==> src/rtl/boton_acondicionador_pkg.sv <==
// Shared types and constants for the button conditioner: channel FSM states
// and the channel index assignment used by the top level.
package boton_acondicionador_pkg;

  typedef enum logic [1:0] {
    RELEASED     = 2'd0,
    PRESS_WAIT   = 2'd1,
    PRESSED      = 2'd2,
    RELEASE_WAIT = 2'd3
  } btn_state_e;

  localparam int SLEEP  = 0;
  localparam int AWAKE  = 1;
  localparam int FEED   = 2;
  localparam int NUM_CH = 3;

endpackage

==> src/rtl/boton_debounce.sv <==
// One button channel: 2-flop synchronizer, polarity normalisation, debounce
// FSM with stability counter, registered level and press strobe.
module boton_debounce
  import boton_acondicionador_pkg::*;
#(
  parameter int DEBOUNCE_CYCLES = 20,
  parameter int RAW_ACTIVE_LOW  = 1
) (
  input  logic       clk,
  input  logic       rst,
  input  logic       raw,
  output logic       level,
  output logic       press,
  output btn_state_e state_o
);

  localparam int            CW       = $clog2(DEBOUNCE_CYCLES);
  localparam logic [CW-1:0] CNT_LAST = CW'(DEBOUNCE_CYCLES - 1);
  localparam logic          RAW_IDLE = (RAW_ACTIVE_LOW != 0);

  logic          sync1_q, sync2_q;
  logic          in_on;
  btn_state_e    state_q, state_d;
  logic [CW-1:0] cnt_q, cnt_d;
  logic          level_q, level_d;
  logic          press_q, press_d;

  // The synchronizer idles at the released pin value, so reset never looks like a press.
  assign in_on = sync2_q ^ RAW_IDLE;

  always_ff @(posedge clk) begin
    if (rst) begin
      sync1_q <= RAW_IDLE;
      sync2_q <= RAW_IDLE;
      state_q <= RELEASED;
      cnt_q   <= '0;
      level_q <= 1'b0;
      press_q <= 1'b0;
    end else begin
      sync1_q <= raw;
      sync2_q <= sync1_q;
      state_q <= state_d;
      cnt_q   <= cnt_d;
      level_q <= level_d;
      press_q <= press_d;
    end
  end

  always_comb begin
    state_d = state_q;
    cnt_d   = cnt_q;
    unique case (state_q)
      RELEASED: begin
        if (in_on) begin
          state_d = PRESS_WAIT;
          cnt_d   = '0;
        end
      end
      PRESS_WAIT: begin
        if (!in_on) begin
          state_d = RELEASED;
          cnt_d   = '0;
        end else if (cnt_q == CNT_LAST) begin
          state_d = PRESSED;
          cnt_d   = '0;
        end else begin
          cnt_d = cnt_q + CW'(1);
        end
      end
      PRESSED: begin
        if (!in_on) begin
          state_d = RELEASE_WAIT;
          cnt_d   = '0;
        end
      end
      RELEASE_WAIT: begin
        if (in_on) begin
          state_d = PRESSED;
          cnt_d   = '0;
        end else if (cnt_q == CNT_LAST) begin
          state_d = RELEASED;
          cnt_d   = '0;
        end else begin
          cnt_d = cnt_q + CW'(1);
        end
      end
      default: begin
        state_d = RELEASED;
        cnt_d   = '0;
      end
    endcase
  end

  // Level and strobe are decoded from the next state so they register on the FSM edge.
  always_comb begin
    level_d = (state_d == PRESSED) || (state_d == RELEASE_WAIT);
    press_d = level_d && !level_q;
  end

  assign level   = level_q;
  assign press   = press_q;
  assign state_o = state_q;

endmodule

==> src/rtl/boton_acondicionador.sv <==
// Button conditioner top: three debounced channels, priority arbitration of
// the press strobes and the sleep+awake hold detector for game restart.
module boton_acondicionador
  import boton_acondicionador_pkg::*;
#(
  parameter int DEBOUNCE_CYCLES = 20,
  parameter int HOLD_CYCLES     = 1000,
  parameter int RAW_ACTIVE_LOW  = 1
) (
  input  logic       clk,
  input  logic       rst,
  input  logic       raw_sleep,
  input  logic       raw_awake,
  input  logic       raw_feed,
  output logic       botonSleep,
  output logic       botonAwake,
  output logic       botonFeed,
  output logic       pulse_sleep,
  output logic       pulse_awake,
  output logic       pulse_feed,
  output logic       rst_game,
  output logic [5:0] dbg_state
);

  localparam int            HW       = $clog2(HOLD_CYCLES + 1);
  localparam logic [HW-1:0] HOLD_MAX = HW'(HOLD_CYCLES);

  logic [NUM_CH-1:0] raw_vec, level_vec, press_vec;
  btn_state_e        ch_state [NUM_CH];

  assign raw_vec[SLEEP] = raw_sleep;
  assign raw_vec[AWAKE] = raw_awake;
  assign raw_vec[FEED]  = raw_feed;

  for (genvar i = 0; i < NUM_CH; i++) begin : g_ch
    boton_debounce #(
      .DEBOUNCE_CYCLES(DEBOUNCE_CYCLES),
      .RAW_ACTIVE_LOW (RAW_ACTIVE_LOW)
    ) u_deb (
      .clk    (clk),
      .rst    (rst),
      .raw    (raw_vec[i]),
      .level  (level_vec[i]),
      .press  (press_vec[i]),
      .state_o(ch_state[i])
    );
    assign dbg_state[2*i +: 2] = ch_state[i];
  end

  assign botonSleep = level_vec[SLEEP];
  assign botonAwake = level_vec[AWAKE];
  assign botonFeed  = level_vec[FEED];

  // Losing strobes are dropped: awake beats sleep beats feed.
  assign pulse_awake = press_vec[AWAKE];
  assign pulse_sleep = press_vec[SLEEP] && !press_vec[AWAKE];
  assign pulse_feed  = press_vec[FEED] && !press_vec[AWAKE] && !press_vec[SLEEP];

  logic          both_held;
  logic [HW-1:0] hold_q, hold_d;
  logic          armed_q, armed_d;
  logic          rst_game_q, rst_game_d;

  assign both_held = level_vec[SLEEP] && level_vec[AWAKE];

  always_ff @(posedge clk) begin
    if (rst) begin
      hold_q     <= '0;
      armed_q    <= 1'b1;
      rst_game_q <= 1'b0;
    end else begin
      hold_q     <= hold_d;
      armed_q    <= armed_d;
      rst_game_q <= rst_game_d;
    end
  end

  // Once fired, the detector stays disarmed until both levels are back to 0.
  always_comb begin
    hold_d = '0;
    if (both_held) begin
      hold_d = (hold_q == HOLD_MAX) ? HOLD_MAX : hold_q + HW'(1);
    end
    rst_game_d = armed_q && (hold_d == HOLD_MAX);
    armed_d    = armed_q;
    if (rst_game_d) begin
      armed_d = 1'b0;
    end else if (!level_vec[SLEEP] && !level_vec[AWAKE]) begin
      armed_d = 1'b1;
    end
  end

  assign rst_game = rst_game_q;

endmodule

==> config.mk <==
export PLATFORM = sky130hd
export DESIGN_NAME = boton_acondicionador
export DESIGN_NICKNAME = d
export VERILOG_FILES = /design/src/rtl/boton_acondicionador_pkg.sv /design/src/rtl/boton_debounce.sv /design/src/rtl/boton_acondicionador.sv
export SDC_FILE = /design/constraint.sdc
export NUM_CORES = 1
export LEC_CHECK = 0
export BUFFER_PORTS_ARGS = -buffer_cell sky130_fd_sc_hd__buf_2
export CORE_MARGIN = 4
export CORE_UTILIZATION = 54
export DETAILED_ROUTE_END_ITERATION = 6
export GPL_TIMING_DRIVEN = 0
export PLACE_DENSITY = 0.76
export SETUP_SLACK_MARGIN = 0.5
export SLEW_MARGIN = 20
export SYNTH_ARGS = -nofsm -noshare
export SYNTH_HDL_FRONTEND = slang
export SYNTH_SLANG_ARGS = --single-unit
==> constraint.sdc <==
create_clock -name clk -period 2.1 [get_ports clk]
set_input_delay 0.105 -clock clk [delete_from_list [all_inputs] [get_ports clk]]
set_output_delay 0.105 -clock clk [all_outputs]
set_load 0.005 [all_outputs]
-- After elaboration in Yosys (flattened, before gate mapping)
Index checks and enable logic that the tools add are counted.
- add/sub/neg operators: 4
- equal/unequal tests: 26
- muxes and demuxes: 43
- reductions and logical operators: 24
- operator list (kind ; count):
    two-way mux 5 bit ; 15
    case mux 5 bit (4 select lines) ; 3
    two-way mux 2 bit ; 18
    equality test 2 bit (second input constant) ; 12
    case mux 2 bit (4 select lines) ; 3
    equality test 10 bit (second input constant) ; 2
    two-way mux 10 bit ; 2
    adder 5 x 1 -> 5 bit (second input constant) ; 3
    equality test 5 bit (second input constant) ; 3
    adder 10 x 1 -> 10 bit (second input constant) ; 1
    logical AND 1 bit ; 9
    equality test 2 x 1 -> 1 bit (second input constant) ; 3
    logical NOT 2 bit ; 3
    != test 2 x 1 -> 1 bit (second input constant) ; 3
    != test 2 bit (second input constant) ; 3
    AND reduction 2 bit ; 3
    logical NOT 1 bit ; 5
    logical OR 1 bit ; 3
    two-way mux 1 bit ; 2
    nonzero test 2 bit ; 1
- register bits: 45
- bits of input ports: 5
- output and inout bits: 13
- word-level logic and storage cells: 118

-- Longest topological paths before layout
- depth in word-level cells: 7
- mapped depth: 7
- depth with buffers taken out: 7

-- Modules after synthesis
Synthesis repeated with hierarchy kept, for this count alone.
- cell total of the unflattened synthesis: 221
- area, all modules: 2185.8 um2
- modules (own cells, without submodules) (module ; instances ; cells each ; area each (um2) ; sequential area each (um2)):
    boton_debounce ; 3 ; 48 ; 508.0 ; 220.2
    boton_acondicionador ; 1 ; 77 ; 661.9 ; 240.2

-- Worst setup path after synthesis
Ideal clock, no wire load.
- path kind: reg-to-reg
- from: register hold_q[0]
- to: register rst_game_q, in the netlist rst_game
- setup time: 0.059 ns
- arrival: 1.611 ns
- data required time: 2.041 ns
- slack: 0.430 ns
- stages on the path, launching flop included: 7
- buffers on the path: 0
- period minus slack after synthesis: 1.670 ns
- cell sequence: dfxtp_1 > ha_1 > xnor2_1 > nand3_1 > a2111oi_2 > a21boi_2 > and3_1
- longest elaborated chain between the ends: 5
- elaborated cells on any way between the ends: 6
- those cells by class: add/sub: 1; eq/ne: 2; mux: 2; reduce/logical: 1
- ends and longest elaborated chain (what ; line ; text):
    from (decl) ; boton_acondicionador.sv:60 ; logic [HW-1:0] hold_q, hold_d;
    from (signal assigned) ; boton_acondicionador.sv:72 ; hold_q <= hold_d;
    adder 10 x 1 -> 10 bit or equality test 10 bit (tied branches) ; boton_acondicionador.sv:82 ; hold_d = (hold_q == HOLD_MAX) ? HOLD_MAX : hold_q + HW'(1);
    two-way mux 10 bit (*) ; boton_acondicionador.sv:82 ;
    two-way mux 10 bit (*) ; boton_acondicionador.sv:81 ; if (both_held) begin
    equality test 10 bit (*) ; boton_acondicionador.sv:84 ; rst_game_d = armed_q && (hold_d == HOLD_MAX);
    logical AND 1 bit (*) ; boton_acondicionador.sv:84 ;
    to (signal assigned) ; boton_acondicionador.sv:74 ; rst_game_q <= rst_game_d;
    to (decl) ; boton_acondicionador.sv:62 ; logic rst_game_q, rst_game_d;
Mark *: on every way between the ends. The rest lies on a longest branch, timed or not.
A chain may end at the register's enable or synchronous reset.

-- Final worst setup path
Ends and elaborated chain as after synthesis.

==> summary.txt <==
Status
  – Status: finished, final reports clean

Place
  – Port-buffer cells: 16
  – DP HPWL: 2.45 mm
  – GPL Wtd Cong: 0.806
  – Placed Area: 2030 um2

Yosys
  – Post-synth EDFFs: 0
  – Synthesized area per cell: 9.02 um2
  – Main combinational cell family by area after synthesis: simple AND/OR/NAND/NOR gates
  – Cells after synthesis: 208
  – Ys async rst share: 0%
  – Predominant post-synthesis flop cell: dfxtp_1
  – Sequential fraction of the synthesis area: 48.0%
  – Synth Area in XOR/XNOR: 4.67%
  – Simple-gate share of the synthesized area: 28.4%
  – Syn_nets: 218
  – Post-synthesis compound-gate area fraction: 12.7%
  – Post-synthesis mux area share: 1.07%
  – Cell Area, Synth: 1880 um2
  – Number of synthesized register bits: 45
  – Synth Area in Adders: 3.34%
  – Syn. warnings: 0
  – Yosys cell types: 35

Die
  – Core Box Area: 3340 um2
  – Die H: 66.9 um
  – Initial Util: 56.2%
  – Rows: 21
  – Width of the die: 66.9 um
  – Die area: 4480 um2
  – I/O Pins: 18

STA
  – Final hold violations: 0
  – Final setup viols: 0
  – Fmax: 573 MHz
  – Setup TNS: 0 ns
  – Slew Limit Headroom: 65.3%
  – Final hold slack: 0.168 ns
  – Final min period: 1.74 ns
  – RSZ-0062 raised after global routing: yes
  – Final Slew Violations: 0
  – Final period utilization: 83.1%
  – Slew @ Worst Pin: 0.521 ns
  – Clk_skew: 0.00608 ns

Clock tree
  – Clock latency on the worst-skew pair: 0.34 ns
  – Clock Sinks: 45
  – CTS buffer count: 5
  – CTS root buf: clkbuf_4
  – Clk slew on worst S/H paths: 0.12 ns
  – Number of H-tree levels: 2
  – CTS Buffer Depth: 2
  – CTS tree: built

Setup path
  – Crit-path max FO: 4
  – Worst path arrival time: 2.04 ns
  – Critical path origin: hold_q[0]
  – Worst path required time: 2.39 ns
  – Setup CP Type: reg2reg
  – Crit end category: register
  – CP startpoint kind: register
  – Worst flop-to-flop path startpoint: hold_q[0]

Power and ir drop
  – Max IR drop VDD: 0.370 mV
  – Switch share: 21.7%
  – Seq pwr share: 66.8%
  – PwrDens: 558 nW/um2
  – Clock network power share: 29.7%
  – Leakage: 0.791 nW
  – P_int: 1.01 mW
  – NetSw: 280 uW
  – Comb pwr share: 3.4%

Final layout
  – Final core utilization: 69.4%
  – Final #Nets: 250
  – Commonest cells after routing, fill and taps aside: 34 x dfxtp_1, 28 x nor2_1, 17 x nand2_1, 16 x buf_2, 14 x nand3_1
  – Area growth syn-to-layout: 23.4%
  – Share of cells above drive strength 1: 28.6%
  – Fillers: 291
  – Ant. Diodes: 0
  – Post-route cell area: 2310 um2
  – Most common cell after layout, fill and taps aside: dfxtp_1

Detailed routing
  – Drt initial violations: 80
  – Routed vias: 1530
  – Final WL: 3.67 mm
  – Via-to-Cell Ratio: 5.33
  – Post-route antenna net violation count: 0
  – WL per Instance: 12.8 um
  – DRC Markers: 0
  – Drt pass-1 iters: 4

Global route
  – Antenna violations before repair: 0
  – Tot GR Track Use: 17.7%
  – Grt ovf: 0
  – Largest net degree at the start of global routing: 13
  – First-pass GRT wire length: 6.00 mm
  – Vias in the first global route: 1325

Job
  – Max Cap Viol: 0

Hold path
  – Worst hold path type: in2reg
  – HP Start: rst
==> metrics by stage <==
step / power [mW] / std cells / setup WS, ns
6_report: 1.29 / 287 / 0.356
4_1_cts: 1.30 / 285 / 0.349
3_3_place_gp: 0.919 / 270 / 0.311
2_1_floorplan: 0.907 / 208 / 0.491
5_1_grt: 1.35 / 287 / 0.270
3_5_place_dp: 0.920 / 270 / 0.273
==> flip-flops by register name, summed over array words and instances, names as in the netlist <==
name,cells
armed_q,1
g_ch.u_deb.cnt_q,15
g_ch.u_deb.level,3
g_ch.u_deb.press,3
g_ch.u_deb.state_o,6
g_ch.u_deb.sync1_q,3
g_ch.u_deb.sync2_q,3
hold_q,10
rst_game,1
==> worst max-delay path, stage by stage, from the launching register on <==
cell and delay, ns:
dfxtp_4 0.39, inv_2 0.07, ha_4 0.12, nand4b_1 0.09
or3_4 0.35, a2111oi_4 0.29, a21boi_2 0.23, and3_1 0.17
==> Yosys cell counts (2+ instances only) <==
cell / count / share of area, %
a211oi_1: 2 / 0.80
a21oi_1: 12 / 3.2
a311oi_1: 4 / 1.9
a41oi_1: 4 / 1.9
and3_1: 2 / 0.67
and3b_1: 2 / 0.93
clkbuf_1: 5 / 1.0
dfxtp_1: 45 / 48
ha_1: 5 / 3.3
inv_1: 4 / 0.80
mux2i_1: 2 / 1.1
nand2_1: 18 / 3.6
nand3_1: 14 / 3.7
nand4b_1: 5 / 2.3
nor2_1: 30 / 6.0
nor2b_1: 4 / 1.3
nor3_1: 6 / 1.6
nor3b_1: 2 / 0.80
nor4bb_1: 2 / 1.1
o21ai_0: 6 / 1.6
or2_2: 9 / 3.0
or3_1: 4 / 1.3
xnor2_1: 7 / 3.3
xor2_1: 3 / 1.4
==> cell families (layout without fill, tap and decap cells) <==
logic type      after synthesis  count (layout)
compound gates               35              35
xor+xnor                     10              10
fa+ha+maj                     5               5
buf+inv                       9              42
flops                        45              45
mux                           2               2
simple gates                102             102
==> final cells by class <==
type                       instances  area, um2  area share [%]
sequential                        45        920            39.7
tap                               46       57.6            2.49
multi-input combinational        154       1100            47.5
clock buffer                       8       48.8            2.11
timing repair buffer              25        155            6.70
inverter                           4       15.0           0.649
buffer                             5       18.8           0.811
==> layer usage <==
layer  vias up  share of wire (%)  track usage (%)
met3         8                3.0             4.05
met4         0                1.8             7.59
met2        20                 48             28.7
met1       693                 47             22.3
li1        809                  -                -
met5         -                  0                0
==> power groups by stage <==
stage,clock (mW),combinational (mW),sequential (mW)
floorplan,0,0.0251,0.882
global placement,0,0.0364,0.883
detailed placement,0,0.0368,0.883
CTS,0.396,0.0418,0.863
global route,0.437,0.0491,0.865
finish,0.384,0.0444,0.863
==> path summary, 6_finish.rpt <==
check | to | slack [ns] | depth (start not counted)
hold / removal | g_ch[1].u_deb.level | 0.17 | 2
hold reg to reg | g_ch[2].u_deb.sync2_q | 0.42 | 1
setup / recovery | rst_game | 0.36 | 7
setup reg to reg | rst_game | 0.36 | 7
==> what timing repair did <==
action / CTS / global route
gates resized for setup: 15 / 20
hold buffers: 3 / 0
setup endpoints to repair: 19 / 24
pin swaps: 2 / 4
buffers inserted: 4 / 2
endpoints found under the hold margin: 3 / 0
Note: power is estimated with default switching activity, not from simulation.
